[config.mk]
export PLATFORM = sky130hd
export DESIGN_NAME = pir_light_ctrl
export DESIGN_NICKNAME = d
export VERILOG_FILES = /design/src/rtl/pir_ctrl_pkg.sv /design/src/rtl/pir_qualifier.sv /design/src/rtl/pir_light_ctrl.sv
export SDC_FILE = /design/constraint.sdc
export NUM_CORES = 1
export LEC_CHECK = 0
export BUFFER_PORTS_ARGS = -buffer_cell sky130_fd_sc_hd__buf_2
export CORE_AREA = 2 2 90 92
export DETAILED_ROUTE_END_ITERATION = 7
export DIE_AREA = 0 0 92 94
export GPL_TIMING_DRIVEN = 0
export HOLD_SLACK_MARGIN = 0.05
export PLACE_DENSITY = 0.58
export SLEW_MARGIN = 20
export SYNTH_ARGS = -nofsm -noshare
export SYNTH_HDL_FRONTEND = slang
export SYNTH_SLANG_ARGS = --single-unit
[constraint.sdc]
create_clock -name clk -period 2.3 [get_ports clk]
set_clock_uncertainty 0.1 [all_clocks]
set_input_delay 0.23 -clock clk [delete_from_list [all_inputs] [get_ports clk]]
set_output_delay 0.23 -clock clk [all_outputs]
set_load 0.01 [all_outputs]
[src/rtl/pir_ctrl_pkg.sv]
// rtl/pir_ctrl_pkg.sv - shared state encodings, counter width and helpers for the PIR light controller
package pir_ctrl_pkg;

  localparam int CNT_W = 16;

  typedef enum logic [2:0] {
    ST_WARMUP  = 3'd0,
    ST_IDLE    = 3'd1,
    ST_ON      = 3'd2,
    ST_HOLD    = 3'd3,
    ST_LOCKOUT = 3'd4
  } state_e;

  // Largest of the three phase lengths; sizes the shared phase timer.
  function automatic int max3(input int a, input int b, input int c);
    int m;
    m = (a > b) ? a : b;
    return (m > c) ? m : c;
  endfunction

endpackage

[src/rtl/pir_qualifier.sv]
// rtl/pir_qualifier.sv - PIR synchroniser and consecutive-high motion qualifier
module pir_qualifier #(
  parameter int QUAL_CYC = 4
) (
  input  logic clk,
  input  logic rst_n,
  input  logic pirSensor,
  output logic motion_q
);

  localparam int QW = $clog2(QUAL_CYC + 1);

  logic          sync1_q, sync1_d;
  logic          sync2_q, sync2_d;
  logic [QW-1:0] qcnt_q, qcnt_d;
  logic          motion_d;

  // Two-stage synchroniser feeds the run-length counter; motion asserts on the
  // same edge the run reaches QUAL_CYC and drops on the first low sample.
  always_comb begin
    sync1_d  = pirSensor;
    sync2_d  = sync1_q;
    qcnt_d   = '0;
    motion_d = 1'b0;
    if (sync2_q) begin
      if (qcnt_q != QW'(QUAL_CYC)) begin
        qcnt_d = qcnt_q + QW'(1);
      end else begin
        qcnt_d = qcnt_q;
      end
      motion_d = (qcnt_d == QW'(QUAL_CYC));
    end
  end

  // Synchroniser, counter and motion flag registers.
  always_ff @(posedge clk or negedge rst_n) begin
    if (!rst_n) begin
      sync1_q  <= 1'b0;
      sync2_q  <= 1'b0;
      qcnt_q   <= '0;
      motion_q <= 1'b0;
    end else begin
      sync1_q  <= sync1_d;
      sync2_q  <= sync2_d;
      qcnt_q   <= qcnt_d;
      motion_q <= motion_d;
    end
  end

endmodule

[src/rtl/pir_light_ctrl.sv]
// rtl/pir_light_ctrl.sv - PIR-driven lamp controller with warm-up, hold and lockout phases
module pir_light_ctrl
  import pir_ctrl_pkg::*;
#(
  parameter int WARMUP_CYC  = 1000,
  parameter int QUAL_CYC    = 4,
  parameter int HOLD_CYC    = 50,
  parameter int LOCKOUT_CYC = 20
) (
  input  logic        clk,
  input  logic        rst_n,
  input  logic        pirSensor,
  input  logic        force_on,
  input  logic        force_off,
  output logic        led,
  output logic [2:0]  state_o,
  output logic [15:0] motion_cnt
);

  localparam int TMAX = max3(WARMUP_CYC, HOLD_CYC, LOCKOUT_CYC);
  localparam int TW   = $clog2(TMAX + 1);

  state_e           state_q, state_d;
  logic [TW-1:0]    timer_q, timer_d;
  logic [CNT_W-1:0] cnt_q, cnt_d;
  logic             led_q, led_d;
  logic             motion_q;

  pir_qualifier #(
    .QUAL_CYC (QUAL_CYC)
  ) u_qual (
    .clk       (clk),
    .rst_n     (rst_n),
    .pirSensor (pirSensor),
    .motion_q  (motion_q)
  );

  // Next-state, shared timer and activation counter; overrides only touch the lamp.
  always_comb begin
    state_d = state_q;
    timer_d = timer_q;
    cnt_d   = cnt_q;
    case (state_q)
      ST_WARMUP: begin
        // Timer counts up from zero so reset can simply clear it.
        if (timer_q == TW'(WARMUP_CYC - 1)) begin
          state_d = ST_IDLE;
          timer_d = '0;
        end else begin
          timer_d = timer_q + TW'(1);
        end
      end
      ST_IDLE: begin
        if (motion_q) begin
          state_d = ST_ON;
          if (cnt_q != '1) begin
            cnt_d = cnt_q + CNT_W'(1);
          end
        end
      end
      ST_ON: begin
        if (!motion_q) begin
          state_d = ST_HOLD;
          timer_d = TW'(HOLD_CYC - 1);
        end
      end
      ST_HOLD: begin
        // Retrigger takes priority over expiry.
        if (motion_q) begin
          state_d = ST_ON;
        end else if (timer_q == '0) begin
          state_d = ST_LOCKOUT;
          timer_d = TW'(LOCKOUT_CYC - 1);
        end else begin
          timer_d = timer_q - TW'(1);
        end
      end
      ST_LOCKOUT: begin
        if (timer_q == '0) begin
          state_d = ST_IDLE;
        end else begin
          timer_d = timer_q - TW'(1);
        end
      end
      default: begin
        state_d = ST_IDLE;
        timer_d = '0;
      end
    endcase

    led_d = (state_d == ST_ON) || (state_d == ST_HOLD);
    if (force_on) begin
      led_d = 1'b1;
    end
    if (force_off) begin
      led_d = 1'b0;
    end
  end

  // State, timer, counter and lamp registers.
  always_ff @(posedge clk or negedge rst_n) begin
    if (!rst_n) begin
      state_q <= ST_WARMUP;
      timer_q <= '0;
      cnt_q   <= '0;
      led_q   <= 1'b0;
    end else begin
      state_q <= state_d;
      timer_q <= timer_d;
      cnt_q   <= cnt_d;
      led_q   <= led_d;
    end
  end

  assign led        = led_q;
  assign state_o    = state_q;
  assign motion_cnt = cnt_q;

endmodule
==> results.md <==
* Post-synth EDFFs at 0
* Initial Utilization at between 20% and 30%
* Residual DRC at 0
* Post-synthesis cell type count at 56
* Critical path class: reg -> reg
* Antenna-violating nets left at 0
* Die W at between 90 and 100 um
* Number of max-cap violations at 0
* LEAKAGE at roughly 1.2 nW
* Post-Syn Area at between 2000 and 2500 um2
* Maximum number of pins on one net before global-route repair at 37
* TritonCTS buffer count at 5
* Initial antenna violation count at 0
* Setup-failing EPs final at 4
* Main synth FF type: dfrtp_1
* Port Buffers at 24
* Reg2reg start: timer_q[0]
* Asr flop ratio synth at 100%
* Core Util, Final at 37.8%
* Rows at 32
* Post-synthesis compound-gate area fraction at 20.7%
* Top post-synthesis cells by area: dfrtp_1, xnor2_1, a21oi_1
* Number of synthesis warnings at 0
* Cells after Synth at between 200 and 250
* Tmin final at around 2.4 ns
* Post-DR wirelength/cell at roughly 14 um
* Post-synth top area share at approximately two fifths
* Post-synth top cells: dfrtp_1, nand2_1, a21oi_1, xnor2_1, nand3_1
* Via/cell ratio at roughly 5.3
* Drt total wl at between 5000 and 6000 um
* Vias in the first global route at 1934
* Setup crit end kind: flip-flop
* Placed wire-length estimate at around 3800 um
* Area delta synth->final at 28.9%
* Initial DRT Pass Iterations at 4
* IO Pins at 25
* Post-synthesis mux area share at 1.46%
* Worst Max-Slew Pin Slew at 0.809 ns
* CTS Buffer Depth at 2
* Congestion Overflow GR at 0
* Failing checks: setup timing
* R2R Setup Slk at -0.07 ns
* Status: finished with violations
* Avg Cell Area, Syn at between 9 and 10 um2
* Crit path DAT at around 2.4 ns
* Nets at ~300
* Clk_lat worst skew at between 0.2 and 0.3 ns
* Clk pin slew, worst setup/hold paths at roughly 0.080 ns
* Worst path required time at between 2 and 2.5 ns
* Placer Congestion at roughly 0.82
* Vias at 2102
* Rel. slew slack at a little under half
* Critical Path Source: timer_q[0]
* Chip height at roughly 94 um
* Unrepaired setup endpoints after global routing: yes
* Period utilisation layout at 103%
* Cell Area, Placed at 2490 um2
* VDD IR-drop max at 0.000294 V
* Total track usage at 13.5%
* P per Cell Area at 442 nW/um2
* PnR worst setup slack at -0.0695 ns
* CTS tree: done
* Crit path max fanout at 6
* Final Hold Violating Endpoints at 0
* Max Freq at 0.422 GHz
* First-pass GRT wire length at 9470 um
* Post-synth top area cell: dfrtp_1
* Sequential fraction of the synthesis area at approximately two fifths
* Synth Area in Simple Gates at ~23%
* Final Cell Area at between 2000 and 3000 um2
* Final-report max-slew violation count at 0
* Syn Nets at between 200 and 300
* Synth Area in XOR/XNOR at between 7 and 8%
* HP Start: force_on
* N_diodes at 0
* Most frequent cell after synthesis: dfrtp_1
* Critical Path End: timer_q[5]
* Setup TNS at -0.166 ns
* Max H-tree Level at 2
* Synthesized flop and latch total at 36
* Layout cells sized above 1 at around 26%
* Die Area at 8650 um2
* Critical R2R Capture: timer_q[5]
* Synth Area in Adders at approximately 2.8%
* Core Region at roughly 7600 um2
* Worst R2R Path Depth at 7
* Crit path launch type: flip-flop
* Worst Hold Class: in -> reg
* Clock Sinks at 36
* CTS root buf: clkbuf_8
* Largest family of logic cells by synthesized area: simple AND/OR/NAND/NOR gates
* Initial drt markers at between 200 and 250
## layout by cell type, fill, tap and decap left out, types with 3 or more instances in the layout
master / synthesis / layout
buf_4: 0 / 11
inv_1: 12 / 10
a22oi_1: 4 / 3
nand3_1: 14 / 13
or3_1: 5 / 4
nand2b_1: 3 / 3
nor3_1: 9 / 7
o2bb2ai_1: 3 / 3
clkbuf_1: 9 / 9
buf_6: 1 / 6
xnor2_1: 16 / 16
nand4_1: 9 / 9
clkbuf_8: 0 / 5
nor2_1: 12 / 12
a31oi_1: 4 / 3
buf_2: 1 / 24
dlygate4sd3_1: 0 / 3
o21ai_0: 7 / 5
a21oi_1: 17 / 17
dfrtp_1: 36 / 35
o22ai_1: 4 / 4
a21boi_0: 3 / 3
a211oi_1: 3 / 3
xor2_1: 3 / 3
ha_1: 5 / 4
nand2_1: 20 / 19
## how the worst min path moves through the flow
| stage | to | slack [ns] | cells past startpoint |
|---|---|---|---|
| 2_1_floorplan | led | -0.17 | 0 |
| 3_3_place_gp | u_qual.sync2_q | 0.23 | 0 |
| 3_5_place_dp | u_qual.sync2_q | 0.23 | 0 |
| 4_1_cts | led | 0.05 | 3 |
| 5_1_grt | led | 0.09 | 3 |
| 6_report | led | 0.05 | 3 |
## per-layer routing
metal | part of all wire [%] | GRT usage, % | routed length (um)
met1 | 45 | 17.8 | 2540
met2 | 47 | 21.8 | 2620
met3 | 6.4 | 2.81 | 358
met4 | 1.5 | 4.98 | 83
met5 | 0 | 0 | 0
## report_power, final
part | switching (mW) | total [mW] | internal, mW
Clock | 0.247 | 0.568 | 0.321
Sequential | 0.00816 | 0.651 | 0.642
Combinational | 0.0302 | 0.0508 | 0.0206
Total | 0.285 | 1.27 | 0.984
## through the flow
stage               setup slack [ns]  power, mW  hold WS [ns]  instances
floorplan                    0.00737      0.689        -0.166        245
global route                  -0.145       1.32        0.0882        396
detailed placement            -0.197      0.712         0.235        371
CTS                          -0.0726       1.28        0.0537        390
finish                       -0.0695       1.27        0.0526        396
global placement              -0.224      0.710         0.234        371
## final cells by class
type / instances / area, um2
fillers: 782 / 4730
multi-input cells: 185 / 1350
flip-flops and latches: 36 / 902
repair buffers: 41 / 267
well taps: 102 / 128
clock buffers: 5 / 68.8
plain buffers: 12 / 67.6
inverters: 12 / 45.0
clock inverters: 3 / 42.5
## critical path: stages, from the launching register on
cell,delay (ns)
dfrtp_2,0.43
inv_2,0.08
ha_4,0.13
or4b_4,0.51
or4_4,0.52
a32o_1,0.23
a31oi_1,0.15
o2bb2ai_1,0.09
## flip-flops by register name (all words and copies together), names as in the netlist
| name | cells |
|---|---|
| led | 1 |
| u_qual.qcnt_q | 3 |
| u_qual.sync1_q | 1 |
| u_qual.sync2_q | 1 |
| u_qual.motion_q | 1 |
| motion_cnt | 16 |
| state_o | 3 |
| timer_q | 10 |
## kinds of logic (layout without fill, tap and decap cells)
| kind of cell | count (synthesis) | after routing |
|---|---|---|
| AND/OR/NAND/NOR | 91 | 91 |
| AO/OA/AOI/OAI | 67 | 67 |
| flip-flops | 36 | 36 |
| buffers and inverters | 24 | 73 |
| XOR/XNOR | 19 | 19 |
| adder cells (fa/ha/maj) | 5 | 5 |
| multiplexers | 3 | 3 |
## what timing repair did
item                                   CTS  global route
setup endpoints to repair               10            11
setup buffers                            8             6
hold buffers                             3             0
pin swaps                                5             9
gates resized for setup                  8            24
endpoints found under the hold margin   38             0
Power figures use the tool's default switching activity.
